File: src/rtl/axis_mii_rx_pkg.sv
// rtl/axis_mii_rx_pkg.sv - shared constants for the MII receive front end
package axis_mii_rx_pkg;

  // CRC-32 (Ethernet FCS) parameters; residue is the raw register value after
  // clocking a good frame's FCS through the non-inverted reflected CRC
  localparam logic [31:0] CRC_INIT    = 32'hFFFF_FFFF;
  localparam logic [31:0] CRC_RESIDUE = 32'hDEBB_20E3;
  localparam logic [31:0] CRC_POLY    = 32'h04C1_1DB7;

  localparam logic [3:0] PREAMBLE_NIBBLE = 4'h5;
  localparam logic [3:0] SFD_NIBBLE      = 4'hD;

  typedef logic [1:0] rx_state_t;

  localparam rx_state_t ST_DROP     = 2'd0;
  localparam rx_state_t ST_IDLE     = 2'd1;
  localparam rx_state_t ST_PREAMBLE = 2'd2;
  localparam rx_state_t ST_DATA     = 2'd3;

endpackage

File: src/rtl/axis_mii_rx_lfsr.sv
// rtl/axis_mii_rx_lfsr.sv - reversed Galois LFSR advanced by one data word
module axis_mii_rx_lfsr
  import axis_mii_rx_pkg::*;
#(
  parameter int                    LFSR_WIDTH = 32,
  parameter logic [LFSR_WIDTH-1:0] LFSR_POLY  = CRC_POLY,
  parameter int                    DATA_WIDTH = 8
) (
  input  logic [LFSR_WIDTH-1:0] state_in,
  input  logic [DATA_WIDTH-1:0] data_in,
  output logic [LFSR_WIDTH-1:0] state_out
);

  logic [LFSR_WIDTH-1:0] poly_rev;

  // bit-reverse the polynomial so the register shifts toward bit 0 (LSB-first data)
  always_comb begin
    poly_rev = '0;
    for (int i = 0; i < LFSR_WIDTH; i++) begin
      poly_rev[i] = LFSR_POLY[LFSR_WIDTH-1-i];
    end
  end

  // fold in data LSB first; feedback is reduced into the register each step
  always_comb begin
    state_out = state_in;
    for (int i = 0; i < DATA_WIDTH; i++) begin
      if (state_out[0] ^ data_in[i]) begin
        state_out = (state_out >> 1) ^ poly_rev;
      end else begin
        state_out = state_out >> 1;
      end
    end
  end

endmodule

File: src/rtl/axis_mii_rx.sv
// rtl/axis_mii_rx.sv - MII receive front end: preamble strip, FCS check, AXI stream out
module axis_mii_rx
  import axis_mii_rx_pkg::*;
#(
  parameter int MIN_FRAME_BYTES = 64,
  parameter int MAX_FRAME_BYTES = 1518
) (
  input  logic       clk,
  input  logic       rst_n,
  input  logic       mii_rx_ce,
  input  logic       mii_rx_dv,
  input  logic       mii_rx_er,
  input  logic [3:0] mii_rxd,
  output logic [7:0] axis_data,
  output logic       axis_valid,
  output logic       axis_last,
  output logic       axis_err,
  output logic       frame_ok,
  output logic       fcs_error,
  output logic       align_error,
  output logic       too_short,
  output logic       too_long,
  output logic       rx_error
);

  localparam logic [10:0] MIN_CNT = 11'(MIN_FRAME_BYTES);
  localparam logic [10:0] MAX_CNT = 11'(MAX_FRAME_BYTES);

  rx_state_t   state;
  logic        hi_phase;      // next DATA nibble is the high half of an octet
  logic [3:0]  low_nib;
  logic [7:0]  dl [0:4];      // FCS-strip delay line, dl[0] is oldest
  logic [2:0]  dl_cnt;
  logic [10:0] oct_cnt;
  logic [31:0] crc;
  logic        rx_err_seen;

  logic [7:0]  rx_octet;
  logic [31:0] crc_next;
  logic [10:0] oct_cnt_inc;
  logic        eof_fcs;
  logic        eof_align;
  logic        eof_short;
  logic        eof_bad;

  assign rx_octet    = {mii_rxd, low_nib};
  assign oct_cnt_inc = (oct_cnt == 11'h7FF) ? oct_cnt : oct_cnt + 11'd1;

  assign eof_fcs   = (crc != CRC_RESIDUE);
  assign eof_align = hi_phase;
  assign eof_short = (oct_cnt < MIN_CNT);
  assign eof_bad   = eof_fcs | eof_align | eof_short | rx_err_seen;

  axis_mii_rx_lfsr #(
    .LFSR_WIDTH (32),
    .LFSR_POLY  (CRC_POLY),
    .DATA_WIDTH (8)
  ) u_crc (
    .state_in  (crc),
    .data_in   (rx_octet),
    .state_out (crc_next)
  );

  // receive FSM, octet assembly, delay line and registered stream/status outputs
  always_ff @(posedge clk or negedge rst_n) begin
    if (!rst_n) begin
      state       <= ST_DROP;
      hi_phase    <= 1'b0;
      low_nib     <= 4'h0;
      dl_cnt      <= 3'd0;
      oct_cnt     <= 11'd0;
      crc         <= CRC_INIT;
      rx_err_seen <= 1'b0;
      for (int i = 0; i < 5; i++) dl[i] <= 8'h00;
      axis_data   <= 8'h00;
      axis_valid  <= 1'b0;
      axis_last   <= 1'b0;
      axis_err    <= 1'b0;
      frame_ok    <= 1'b0;
      fcs_error   <= 1'b0;
      align_error <= 1'b0;
      too_short   <= 1'b0;
      too_long    <= 1'b0;
      rx_error    <= 1'b0;
    end else begin
      axis_valid  <= 1'b0;
      axis_last   <= 1'b0;
      axis_err    <= 1'b0;
      frame_ok    <= 1'b0;
      fcs_error   <= 1'b0;
      align_error <= 1'b0;
      too_short   <= 1'b0;
      too_long    <= 1'b0;
      rx_error    <= 1'b0;
      if (mii_rx_ce) begin
        case (state)
          ST_DROP: begin
            if (!mii_rx_dv) state <= ST_IDLE;
          end
          ST_IDLE: begin
            // first nibble of a burst is itself preamble; an SFD here has no 0x5 before it
            if (mii_rx_dv) begin
              state <= (mii_rxd == PREAMBLE_NIBBLE) ? ST_PREAMBLE : ST_DROP;
            end
          end
          ST_PREAMBLE: begin
            if (!mii_rx_dv) begin
              state <= ST_IDLE;
            end else if (mii_rxd == SFD_NIBBLE) begin
              state       <= ST_DATA;
              hi_phase    <= 1'b0;
              dl_cnt      <= 3'd0;
              oct_cnt     <= 11'd0;
              crc         <= CRC_INIT;
              rx_err_seen <= 1'b0;
            end else if (mii_rxd != PREAMBLE_NIBBLE) begin
              state <= ST_DROP;
            end
          end
          default: begin
            if (!mii_rx_dv) begin
              // end of frame: flush oldest octet as last, remaining four are the FCS
              state       <= ST_IDLE;
              hi_phase    <= 1'b0;
              frame_ok    <= ~eof_bad;
              fcs_error   <= eof_fcs;
              align_error <= eof_align;
              too_short   <= eof_short;
              rx_error    <= rx_err_seen;
              if (dl_cnt == 3'd5) begin
                axis_valid <= 1'b1;
                axis_data  <= dl[0];
                axis_last  <= 1'b1;
                axis_err   <= eof_bad;
              end
            end else begin
              if (mii_rx_er) rx_err_seen <= 1'b1;
              if (!hi_phase) begin
                low_nib  <= mii_rxd;
                hi_phase <= 1'b1;
              end else begin
                hi_phase <= 1'b0;
                crc      <= crc_next;
                oct_cnt  <= oct_cnt_inc;
                if (oct_cnt == MAX_CNT) begin
                  // octet MAX+1 just completed: cut the frame here and ignore the rest
                  state      <= ST_DROP;
                  axis_valid <= 1'b1;
                  axis_data  <= dl[0];
                  axis_last  <= 1'b1;
                  axis_err   <= 1'b1;
                  too_long   <= 1'b1;
                end else if (dl_cnt == 3'd5) begin
                  axis_valid <= 1'b1;
                  axis_data  <= dl[0];
                  for (int i = 0; i < 4; i++) dl[i] <= dl[i+1];
                  dl[4] <= rx_octet;
                end else begin
                  dl[dl_cnt] <= rx_octet;
                  dl_cnt     <= dl_cnt + 3'd1;
                end
              end
            end
          end
        endcase
      end
    end
  end

endmodule
File: config.mk
export PLATFORM = sky130hd
export DESIGN_NAME = axis_mii_rx
export DESIGN_NICKNAME = d
export VERILOG_FILES = /design/src/rtl/axis_mii_rx_pkg.sv /design/src/rtl/axis_mii_rx_lfsr.sv /design/src/rtl/axis_mii_rx.sv
export SDC_FILE = /design/constraint.sdc
export NUM_CORES = 1
export LEC_CHECK = 0
export ABC_AREA = 1
export BUFFER_PORTS_ARGS = -buffer_cell sky130_fd_sc_hd__buf_4
export CORE_ASPECT_RATIO = 1.4
export CORE_MARGIN = 4
export CORE_UTILIZATION = 45
export CTS_CLUSTER_DIAMETER = 200
export DETAILED_ROUTE_END_ITERATION = 10
export PLACE_DENSITY_LB_ADDON = 0.05
export SYNTH_ARGS = -nofsm -noshare
export SYNTH_HDL_FRONTEND = slang
export SYNTH_SLANG_ARGS = --single-unit
File: constraint.sdc
create_clock -name clk -period 2.2 [get_ports clk]
set_clock_uncertainty 0.15 [all_clocks]
set_input_delay 0.44 -clock clk [delete_from_list [all_inputs] [get_ports clk]]
set_output_delay 0.44 -clock clk [all_outputs]
set_load 0.1 [all_outputs]
==> metrics.txt <==
total vias in the final route 5649; TritonCTS clock tree built; start of the worst register-to-register path state[0]; outcome complete, no violations; kind of path behind the tightest hold check input pin to register; setup repair after global routing missed its margin no; CP Capture Type register; routability cong. 0.908; pins over their slew limit 0; hold slack 0.206 ns; start point of the worst hold path mii_rx_er; post-synthesis mux area share 0%; core region area 0.0144 mm2; mean number of vias per cell 5.20; Syn. warnings 0; GR peak layer met2; fill count 1430; Synth Register Bits 111; vias in the first global route 5560; fraction of the mapped netlist area in simple logic gates 29.8%; area share of xor/xnor cells in the synthesized design 5.32%; logic gate share of total power 48.6%; met2 routing resource usage after global routing 38.2%; per-cell routed wire length 15.5 um; floorplan die area 0.0167 mm2; count of buffers added by post-CTS timing repair for setup 0; share of synthesized registers carrying an async set or reset 100%; cell depth of the worst flop-to-flop path 10; worst path cell trace inv_1, ha_1, nor3_4, o21ai_4, clkinv_2, nand2_4, inv_4, buf_4, nand2_1, o21ai_0; internal power contribution 5.15 mW; P_leak 3.71 nW; fraction of layout cells with a size suffix above 1 18.6%; initial core utilization 45.8%; worst path buffer plus inverter count 4; number of buffers added on ports 25; met3 global-route usage 2.56%; pin count of the biggest net entering global routing 39; adder-cell area share of the yosys netlist 1.52%; number of cells traversed by the worst hold path 3; number of enable flip-flop cells after synthesis 0; FF-to-FF End crc[27]; sequential fraction of design power 33.6%; clk_lat worst skew 0.35 ns; post-detailed-route DRC marker count 0; Worst Hold End rx_err_seen; maximum single-stage delay on the critical path 0.42 ns; H-tree levels 3; Std-Cell Rows 52; fraction of the yosys area taken by sequential cells 42.8%; number of maximum-capacitance violations 0; Global Route met1 Usage 26.1%; switching power share of the total 45.8%; total standard cell area after synthesis 0.00658 mm2; growth of design area from synthesis to finish 12.4%; post-route setup TNS 0 ns; number of antenna violations at the first check in global routing 0; remaining max-slew budget at the tightest pin 64.4%; Compound-Gate Fraction of Synth Area 11.6%; portion of the clock cycle consumed by the worst path in the final layout 93.2%; count of clock tree sinks 111; boundary pin count 26; Inserted Clock Buffers 9; unique cell type count in the Yosys netlist 45; number of setup violations in the final report 0; Total Routing Usage GR 21.6%; clk slew on worst S/H paths 0.09 ns; kind of cell adding the most delay to the critical path buffers and inverters; iteration-0 DRC count of the detailed router 316; transition time at the pin with the least slew margin 0.530 ns; kind of start point of the critical path register; Antenna Diode Count 0; total power density per cell area 1280 mW/mm2; worst endpoint required time 2.33 ns; clock power share 17.9%; Die Height 151 um; root buffer cell sky130_fd_sc_hd__clkbuf_16; setup slack, reg-to-reg 0.15 ns; number of nets with antenna violations after detailed routing 0; main combinational cell family by area after synthesis simple AND/OR/NAND/NOR gates; average instance area after synthesis 7.76 um2; total wire length 16900 um; time the worst path needs with I/O delays and setup 2.05 ns; critical path's slowest cell sky130_fd_sc_hd__dfrtp_1; placed wire-length estimate after detailed placement 12800 um; peak clock frequency supported by timing 488 MHz; Arr. time, crit path 2.18 ns; final count of hold timing violations 0; critical path peak fanout 11; Total Nets Final 910; Horiz. Die Dim 110 um; ys flop type sky130_fd_sc_hd__dfrtp_1; synthesized instance count 848; first-pass iteration count of the detailed router 4; reported net switching power 4.35 mW; Net Count, Synth 865; total grt overflow 0; critical setup path kind register to register; Clock Tree Buf Depth 2; first-pass GRT wire length 27900 um; worst voltage drop across the vdd grid 0.000663 V
per-layer routing:
| metal | part of all wire (%) | vias up |
|---|---|---|
| met5 | 0 | - |
| met3 | 2.7 | 37 |
| met4 | 4.0 | 0 |
| met2 | 52 | 95 |
| li1 | - | 2833 |
| met1 | 41 | 2684 |
placed cells by master, fill, tap and decap left out, types with 2 or more instances in the layout:
cell type	n
sky130_fd_sc_hd__inv_2	12
sky130_fd_sc_hd__buf_12	3
sky130_fd_sc_hd__a21oi_2	9
sky130_fd_sc_hd__dfstp_2	32
sky130_fd_sc_hd__o22ai_1	28
sky130_fd_sc_hd__a21oi_1	7
sky130_fd_sc_hd__buf_4	52
sky130_fd_sc_hd__nand2_4	3
sky130_fd_sc_hd__inv_1	92
sky130_fd_sc_hd__or2_2	2
sky130_fd_sc_hd__o31ai_1	2
sky130_fd_sc_hd__inv_4	2
sky130_fd_sc_hd__nor2_1	38
sky130_fd_sc_hd__nand2_2	15
sky130_fd_sc_hd__nor2_4	2
sky130_fd_sc_hd__nor3_1	8
sky130_fd_sc_hd__clkbuf_16	9
sky130_fd_sc_hd__nor2_2	4
sky130_fd_sc_hd__ha_1	8
sky130_fd_sc_hd__o21ai_2	2
sky130_fd_sc_hd__inv_8	4
sky130_fd_sc_hd__nor3_4	2
sky130_fd_sc_hd__nor4_1	4
sky130_fd_sc_hd__nand4_1	12
sky130_fd_sc_hd__xnor2_1	12
sky130_fd_sc_hd__dfrtp_1	79
sky130_fd_sc_hd__o31ai_2	4
sky130_fd_sc_hd__nand2_1	263
sky130_fd_sc_hd__inv_6	2
sky130_fd_sc_hd__o21ai_0	53
sky130_fd_sc_hd__nand3_1	82
sky130_fd_sc_hd__a22oi_1	2
sky130_fd_sc_hd__xor2_1	28
sky130_fd_sc_hd__o21ai_1	10
state kept, by name, summed over array words and instances (netlist names):
| name | cells |
|---|---|
| align_error | 1 |
| low_nib | 4 |
| dl_cnt | 3 |
| axis_valid | 1 |
| state | 2 |
| oct_cnt | 11 |
| axis_last | 1 |
| too_short | 1 |
| too_long | 1 |
| rx_err_seen | 1 |
| axis_data | 8 |
| axis_err | 1 |
| dl | 40 |
| fcs_error | 1 |
| eof_align | 1 |
| rx_error | 1 |
| frame_ok | 1 |
| crc | 32 |
power by group through the flow:
stage | clock network (mW) | logic, mW | registers [mW]
final | 1.70 | 4.61 | 3.19
after detailed placement | 0 | 4.58 | 3.23
after global routing | 1.82 | 5.18 | 3.26
after CTS | 1.75 | 4.61 | 3.19
after floorplan | 0 | 3.43 | 3.07
after global placement | 0 | 4.52 | 3.21
through the flow:
stage	power, mW	utilization (%)	setup WS, ns	cells	area (um2)
floorplan	6.49	-	0.333	848	6580
global placement	7.73	49.3	0.179	1070	7090
detailed placement	7.80	49.3	0.0900	1070	7090
CTS	9.54	51.5	0.0608	1087	7400
global route	10.3	51.5	0.00356	1087	7400
finish	9.50	51.5	0.150	1087	7400
worst min-delay path, cell delays in order:
cell                      delay [ns]
sky130_fd_sc_hd__buf_4          0.11
sky130_fd_sc_hd__nand3_1        0.07
sky130_fd_sc_hd__a21oi_1        0.06
what timing repair did:
| action | CTS | global route |
|---|---|---|
| gates resized for setup | 0 | 3 |
| hold buffers | 1 | 0 |
| endpoints found under the setup margin | 0 | 11 |
| hold endpoints to repair | 24 | 0 |
worst max-delay path by stage:
stage	start	endpoint	depth (start not counted)
global route	crc[1]	crc[21]	10
floorplan	state[0]	crc[26]	10
finish	state[0]	crc[27]	10
detailed placement	state[0]	crc[27]	10
CTS	state[0]	crc[27]	10
global placement	state[0]	crc[27]	10
layout make-up:
class                   instances  area, um2  area share [%]
clock buffers                   9        225            3.04
clock inverters                 7       78.8            1.06
inverters                     107        408            5.51
multi-input cells             608       3180            42.9
flip-flops and latches        111       2820            38.1
well taps                     189        236            3.19
repair buffers                 56        460            6.22
logic make-up (layout without fill, tap and decap cells):
logic type / count (synthesis) / in the layout
adder cells (fa/ha/maj): 8 / 8
flip-flops: 111 / 111
AO/OA/AOI/OAI: 122 / 122
buffers and inverters: 129 / 179
XOR/XNOR: 40 / 40
AND/OR/NAND/NOR: 438 / 438
Yosys cell counts (2+ instances only):
cell type / n / share of area, %
sky130_fd_sc_hd__nand2_1: 263 / 15
sky130_fd_sc_hd__a21oi_1: 7 / 0.53
sky130_fd_sc_hd__nor2_1: 38 / 2.2
sky130_fd_sc_hd__nor3_4: 2 / 0.49
sky130_fd_sc_hd__nand4_1: 12 / 1.1
sky130_fd_sc_hd__dfrtp_1: 79 / 30
sky130_fd_sc_hd__o31ai_2: 4 / 0.76
sky130_fd_sc_hd__o31ai_1: 2 / 0.23
sky130_fd_sc_hd__buf_12: 2 / 0.61
sky130_fd_sc_hd__or2_2: 2 / 0.19
sky130_fd_sc_hd__o22ai_1: 28 / 2.7
sky130_fd_sc_hd__buf_2: 4 / 0.30
sky130_fd_sc_hd__nand3_1: 82 / 6.2
sky130_fd_sc_hd__buf_4: 7 / 0.80
sky130_fd_sc_hd__nor2_4: 2 / 0.34
sky130_fd_sc_hd__nand2_4: 3 / 0.51
sky130_fd_sc_hd__inv_2: 12 / 0.68
sky130_fd_sc_hd__buf_1: 3 / 0.17
sky130_fd_sc_hd__ha_1: 8 / 1.5
sky130_fd_sc_hd__xnor2_1: 12 / 1.6
sky130_fd_sc_hd__nand2_2: 15 / 1.4
sky130_fd_sc_hd__o21ai_0: 53 / 4.0
sky130_fd_sc_hd__inv_1: 92 / 5.2
sky130_fd_sc_hd__a22oi_1: 2 / 0.23
sky130_fd_sc_hd__nor3_1: 8 / 0.61
sky130_fd_sc_hd__o21ai_2: 2 / 0.27
sky130_fd_sc_hd__nor4_1: 4 / 0.38
sky130_fd_sc_hd__dfstp_2: 32 / 13
sky130_fd_sc_hd__a21oi_2: 9 / 1.2
sky130_fd_sc_hd__xor2_1: 28 / 3.7
sky130_fd_sc_hd__buf_6: 5 / 0.86
sky130_fd_sc_hd__o21ai_1: 10 / 0.76
sky130_fd_sc_hd__nor2_2: 4 / 0.38
No activity file was read; power rests on OpenSTA's default activity.
